`src/rtl/modulo_controle_jogo.sv`:
```
// Naval-battle game sequencer: button debounce, placement/attack phase control,
// attack cursor, shot evaluation against the position matrix, and win/loss tracking.
module modulo_controle_jogo #(
    parameter int DEB_CYCLES = 50000,
    parameter int HIT_TARGET = 9,
    parameter int MAX_SHOTS  = 20
) (
    input  logic        clk,
    input  logic        clr,
    input  logic        button_count,
    input  logic        button_confirmation,
    input  logic [1:0]  mode,
    input  logic [34:0] m_po,
    output logic        po_load,
    output logic [34:0] m_at,
    output logic [34:0] m_hit,
    output logic [2:0]  cursor_row,
    output logic [2:0]  cursor_col,
    output logic [1:0]  status,
    output logic [4:0]  shots,
    output logic [3:0]  hits,
    output logic        game_over,
    output logic        win
);
    // state  | meaning
    // IDLE   | mode 00: board and counters held cleared
    // PLACE  | ship placement; confirm pulses po_load
    // AIM    | cursor moves on count, confirm fires a shot
    // CHECK  | evaluate the latched cell, update matrices/counters
    // RESULT | decide win, loss or keep aiming
    // OVER   | game ended; buttons ignored until mode 00
    typedef enum logic [2:0] {S_IDLE, S_PLACE, S_AIM, S_CHECK, S_RESULT, S_OVER} state_t;

    localparam int                DEB_W    = $clog2(DEB_CYCLES + 1);
    localparam logic [DEB_W-1:0]  DEB_LOAD = DEB_W'(DEB_CYCLES - 1);
    localparam logic [3:0]        HIT_MAX  = 4'(HIT_TARGET);
    localparam logic [4:0]        SHOT_MAX = 5'(MAX_SHOTS);

    // index 0 = count button, index 1 = confirm button
    logic [1:0]            sync1_q, sync2_q, deb_q, deb_d, press_q, press_d;
    logic [1:0][DEB_W-1:0] cnt_q, cnt_d;

    always_comb begin
        deb_d = deb_q;
        cnt_d = cnt_q;
        for (int i = 0; i < 2; i++) begin
            cnt_d[i] = DEB_LOAD;
            if (sync2_q[i] != deb_q[i]) begin
                if (cnt_q[i] == '0) deb_d[i] = sync2_q[i];
                else                cnt_d[i] = cnt_q[i] - 1'b1;
            end
        end
        press_d = deb_q & ~deb_d;
    end

    always_ff @(posedge clk or posedge clr) begin
        if (clr) begin
            sync1_q <= 2'b11;
            sync2_q <= 2'b11;
            deb_q   <= 2'b11;
            cnt_q   <= {2{DEB_LOAD}};
            press_q <= 2'b00;
        end else begin
            sync1_q <= {button_confirmation, button_count};
            sync2_q <= sync1_q;
            deb_q   <= deb_d;
            cnt_q   <= cnt_d;
            press_q <= press_d;
        end
    end

    state_t      state_q, state_d;
    logic [34:0] m_at_q, m_at_d, m_hit_q, m_hit_d;
    logic [2:0]  row_q, row_d, col_q, col_d;
    logic [1:0]  status_q, status_d;
    logic [4:0]  shots_q, shots_d;
    logic [3:0]  hits_q, hits_d;
    logic [5:0]  shot_idx_q, shot_idx_d;
    logic        po_load_q, po_load_d, game_over_q, game_over_d, win_q, win_d;
    logic [5:0]  cur_bit;
    logic        pulse_cnt, pulse_conf;

    assign pulse_conf = press_q[1];
    assign pulse_cnt  = press_q[0] & ~press_q[1];
    assign cur_bit    = 6'd34 - (6'd5 * {3'b000, row_q} + {3'b000, col_q});

    always_comb begin
        state_d     = state_q;
        m_at_d      = m_at_q;
        m_hit_d     = m_hit_q;
        row_d       = row_q;
        col_d       = col_q;
        status_d    = status_q;
        shots_d     = shots_q;
        hits_d      = hits_q;
        shot_idx_d  = shot_idx_q;
        game_over_d = game_over_q;
        win_d       = win_q;
        po_load_d   = 1'b0;

        if (state_q == S_IDLE) begin
            m_at_d      = '0;
            m_hit_d     = '0;
            row_d       = '0;
            col_d       = '0;
            status_d    = '0;
            shots_d     = '0;
            hits_d      = '0;
            game_over_d = 1'b0;
            win_d       = 1'b0;
        end

        // mode 00 aborts from anywhere, including mid-shot
        if (mode == 2'b00) begin
            state_d = S_IDLE;
        end else begin
            case (state_q)
                S_IDLE: begin
                    if (mode == 2'b01)      state_d = S_PLACE;
                    else if (mode == 2'b10) state_d = S_AIM;
                end
                S_PLACE: begin
                    if (mode == 2'b10)                    state_d = S_AIM;
                    else if (mode == 2'b01 && pulse_conf) po_load_d = 1'b1;
                end
                S_AIM: begin
                    if (mode == 2'b01) begin
                        state_d = S_PLACE;
                    end else if (mode == 2'b10) begin
                        if (pulse_conf) begin
                            shot_idx_d = cur_bit;
                            state_d    = S_CHECK;
                        end else if (pulse_cnt) begin
                            if (row_q == 3'd6) begin
                                row_d = 3'd0;
                                col_d = (col_q == 3'd4) ? 3'd0 : col_q + 3'd1;
                            end else begin
                                row_d = row_q + 3'd1;
                            end
                        end
                    end
                end
                S_CHECK: begin
                    if (m_at_q[shot_idx_q]) begin
                        status_d = 2'b11;
                    end else begin
                        m_at_d[shot_idx_q] = 1'b1;
                        shots_d = (shots_q == SHOT_MAX) ? shots_q : shots_q + 5'd1;
                        if (m_po[shot_idx_q]) begin
                            m_hit_d[shot_idx_q] = 1'b1;
                            hits_d   = (hits_q == HIT_MAX) ? hits_q : hits_q + 4'd1;
                            status_d = 2'b10;
                        end else begin
                            status_d = 2'b01;
                        end
                    end
                    state_d = S_RESULT;
                end
                S_RESULT: begin
                    if (hits_q == HIT_MAX) begin
                        game_over_d = 1'b1;
                        win_d       = 1'b1;
                        state_d     = S_OVER;
                    end else if (shots_q == SHOT_MAX) begin
                        game_over_d = 1'b1;
                        win_d       = 1'b0;
                        state_d     = S_OVER;
                    end else begin
                        state_d = S_AIM;
                    end
                end
                S_OVER:  state_d = S_OVER;
                default: state_d = S_IDLE;
            endcase
        end
    end

    always_ff @(posedge clk or posedge clr) begin
        if (clr) begin
            state_q     <= S_IDLE;
            m_at_q      <= '0;
            m_hit_q     <= '0;
            row_q       <= '0;
            col_q       <= '0;
            status_q    <= '0;
            shots_q     <= '0;
            hits_q      <= '0;
            shot_idx_q  <= '0;
            po_load_q   <= 1'b0;
            game_over_q <= 1'b0;
            win_q       <= 1'b0;
        end else begin
            state_q     <= state_d;
            m_at_q      <= m_at_d;
            m_hit_q     <= m_hit_d;
            row_q       <= row_d;
            col_q       <= col_d;
            status_q    <= status_d;
            shots_q     <= shots_d;
            hits_q      <= hits_d;
            shot_idx_q  <= shot_idx_d;
            po_load_q   <= po_load_d;
            game_over_q <= game_over_d;
            win_q       <= win_d;
        end
    end

    assign po_load    = po_load_q;
    assign m_at       = m_at_q;
    assign m_hit      = m_hit_q;
    assign cursor_row = row_q;
    assign cursor_col = col_q;
    assign status     = status_q;
    assign shots      = shots_q;
    assign hits       = hits_q;
    assign game_over  = game_over_q;
    assign win        = win_q;
endmodule

```
`config.mk`:
```
export PLATFORM = sky130hd
export DESIGN_NAME = modulo_controle_jogo
export DESIGN_NICKNAME = d
export VERILOG_FILES = /design/src/rtl/modulo_controle_jogo.sv
export SDC_FILE = /design/constraint.sdc
export NUM_CORES = 1
export LEC_CHECK = 0
export BUFFER_PORTS_ARGS = -buffer_cell sky130_fd_sc_hd__buf_4
export CORE_MARGIN = 2
export CORE_UTILIZATION = 56
export DETAILED_ROUTE_END_ITERATION = 16
export GPL_ROUTABILITY_DRIVEN = 0
export PLACE_DENSITY = 0.8
export SYNTH_ARGS = -nofsm -noshare
export SYNTH_HDL_FRONTEND = slang
export SYNTH_SLANG_ARGS = --single-unit
```
`constraint.sdc`:
```
create_clock -name clk -period 5.44 [get_ports clk]
set_input_delay 0.272 -clock clk [delete_from_list [all_inputs] [get_ports clk]]
set_output_delay 0.272 -clock clk [all_outputs]
set_load 0.02 [all_outputs]
```
==> impl_results.md <==
* Status: completed
* Num rows at 40
* Number of synthesized flops with an enable pin at 0
* Final setup TNS at 0 ns
* Final hold vios at 0
* Least-Margin Pin Slew at 1.14 ns
* Num CTS Buffers at 17
* Critical path capture point type: flip-flop
* Layout cells sized above 1 at 0.263
* Placed instance area at 8020 µm²
* Mapped Cells at 689
* Vias at 6044
* Nets@finish at 874
* R2R Path Start: shot_idx_q[0]$_DFFE_PP0P_
* Port Buf Inserts at 130
* First-pass GRT wire length at 30100 µm
* Root Driver: clkbuf_16
* Worst reg-to-reg path cell count at 7
* Crit share post-route at 0.704
* DR iter-0 viols at 667
* Syn Nets at 751
* Clock Skew at 0.00889 ns
* Post CTS Setup Buffer Count at 0
* Worst setup startpoint: shot_idx_q[0]$_DFFE_PP0P_
* Pwr dens at 325 nW/µm²
* Post-route DRC at 0
* Area Overhead vs Synth at 24.7%
* RSZ-0062 raised after global routing: false
* Hold Path Class: in -> reg
* Starting Density at 0.577
* Crit path DAT at 4.19 ns
* Ys flop type: dfrtp_1
* H-tree depth at 4
* Count of cell types in the netlist at 63
* Post-DP HPWL at 13300 µm
* Initial antenna violation count at 0
* R2r endpoint: m_at[20]$_DFF_PP0_
* CTS tree: built
* Reg area at 3510 µm²
* Async S/R FF share, synth at 1.00
* Worst vdd ir at 0.310 mV
* Sink Count at 139
* Clk Latency, worst-skew pair at 0.43 ns
* Max-cap check violation count at 0
* Max Root-Sink Buffers at 2
* Crit path kind: reg -> reg
* Antenna diodes at 0
* Slew Viols, Final at 0
* I/O Pins at 131
* FMAX at 261 MHz
* First-pass iteration count of the detailed router at 5
* Final setup viols at 0
* Overflow after GRT at 0
* Largest net degree at the start of global routing at 82
* Placed cells at 958
* Cell taking the most area after synthesis: dfrtp_1
* Hold_sp: mode[0]
* FF+latch count, synth at 139
* Pleak at 3.91 nW
* Synth top area share at 0.413
* Chip width at 116 µm
* Routed wire length at 18800 µm
* Most frequent cells in the layout: buf_4 (134), nand2_1 (121), dfrtp_1 (115)
* Final cell count without fillers at 993
* Vias/cell at 6.09
* Total die area at 13300 µm²
* Synth area leaders: dfrtp_1 (41%), dfstp_2 (9.1%), nand2_1 (6.5%)
* Per-cell routed wire length at 19.0 µm
* CTS clk-pin slew, worst paths at 0.06 ns
* Yosys warnings at 0
* Most common cell after layout, fill and taps aside: buf_4
* Syn_area_per_cell at 10.1 µm²
* Crit path required time at 5.80 ns
* Footprint of the multi-input gates at 3200 µm²
* Placeable Area at 12100 µm²
* Die Height at 116 µm
* GRT Total Usage at 0.294
* Layout Cell Area excl Fill at 8680 µm²
* R2r setup slk at 1.61 ns
* Sequential-to-total area share from yosys stat at 0.504
* Max-slew headroom at 0.238
* Syn Std Cell Area at 6960 µm²
* Fillers at 843
* Post-detailed-route count of antenna-violating nets at 0
* Startpoint class of the critical path: flip-flop
* Worst setup endpoint: m_at[20]$_DFF_PP0_
* Final min period at 3.83 ns
* Crit-path max FO at 23
* Number of global-route vias before repair at 5945
through the flow:
step                      total power [mW]  worst slack [ns]  hold WS [ns]  utilization
final                                 2.82              1.61         0.204        0.720
after global routing                  2.93              1.38         0.216        0.720
after CTS                             2.82              1.67         0.183        0.720
after detailed placement              1.59              1.69         0.347        0.665
after global placement                1.57              1.80         0.346        0.665
after floorplan                       1.45              1.48         0.276            -
logic make-up (layout without fill, tap and decap cells):
family	Yosys count	in the layout	synth area share
AOI/OAI and AO/OA	138	138	0.137
and+or+nand+nor	273	273	0.193
DFF	139	139	0.504
muxes	27	27	0.0490
xor gates and xnor gates	32	32	0.0402
adders and majority gates	21	21	0.0399
buffers and inverters	59	195	0.0370
worst max-delay path, cell delays in order, from the launching register on:
cell	delay, ns
dfrtp_1	1.01
mux4_2	0.60
and3_1	0.19
a31oi_1	0.19
and4_1	0.24
nand3_1	0.58
nor2_1	0.69
a32o_1	0.27
state kept, by name, summed over array words and instances, names as in the netlist:
name / flops
deb_q: 2
game_over: 1
shots: 5
status: 2
hits: 4
press_q: 2
m_at: 35
cursor_col: 3
po_load: 1
win: 1
shot_idx_q: 6
sync1_q: 2
sync2_q: 2
state_q: 3
cnt_q: 32
m_hit: 35
cursor_row: 3
area by class of cell:
type,count,area share
clock buffers,25,0.0571
clock inverters,7,0.0156
inverters,26,0.0115
multi-input cells,491,0.368
flip-flops and latches,139,0.404
well taps,168,0.0242
repair buffers,137,0.119
worst min-delay path by stage:
| stage | to | depth (start not counted) |
|---|---|---|
| floorplan | sync1_q[0]$_DFF_PP1_ | 0 |
| global placement | sync2_q[1]$_DFF_PP1_ | 0 |
| detailed placement | sync2_q[1]$_DFF_PP1_ | 0 |
| CTS | state_q[1]$_DFFE_PP0P_ | 3 |
| global route | state_q[1]$_DFFE_PP0P_ | 3 |
| finish | state_q[1]$_DFFE_PP0P_ | 3 |
routing by layer:
metal  wire length (µm)  track usage
met5                  0            0
met2               8960        0.465
met4                808        0.156
met3               1530       0.0612
met1               7520        0.384
power by group:
group | internal [mW] | switching (mW) | leakage, nW | total [mW]
sequential | 1.07 | 0.0510 | 1.86 | 1.12
clock | 0.814 | 0.421 | 0.311 | 1.23
combinational | 0.119 | 0.344 | 1.74 | 0.462
timing repair:
item,CTS,global route
hold buffers,3,0
gates resized for setup,0,0
hold endpoints to repair,25,0
cell usage after synthesis, types with 7 or more instances:
| cell type | number |
|---|---|
| a21oi_1 | 18 |
| a22o_1 | 9 |
| a32o_1 | 12 |
| buf_2 | 8 |
| clkbuf_1 | 18 |
| dfrtp_1 | 115 |
| dfstp_2 | 24 |
| ha_1 | 19 |
| inv_1 | 26 |
| mux2_2 | 7 |
| mux2i_1 | 15 |
| nand2_1 | 121 |
| nand3_1 | 17 |
| nand3b_1 | 11 |
| nand4_1 | 7 |
| nor2_1 | 46 |
| nor3_1 | 20 |
| nor4_1 | 8 |
| o21ai_0 | 43 |
| o31ai_1 | 23 |
| xnor2_1 | 20 |
| xor2_1 | 12 |
No activity file was read; power rests on OpenSTA's default activity.
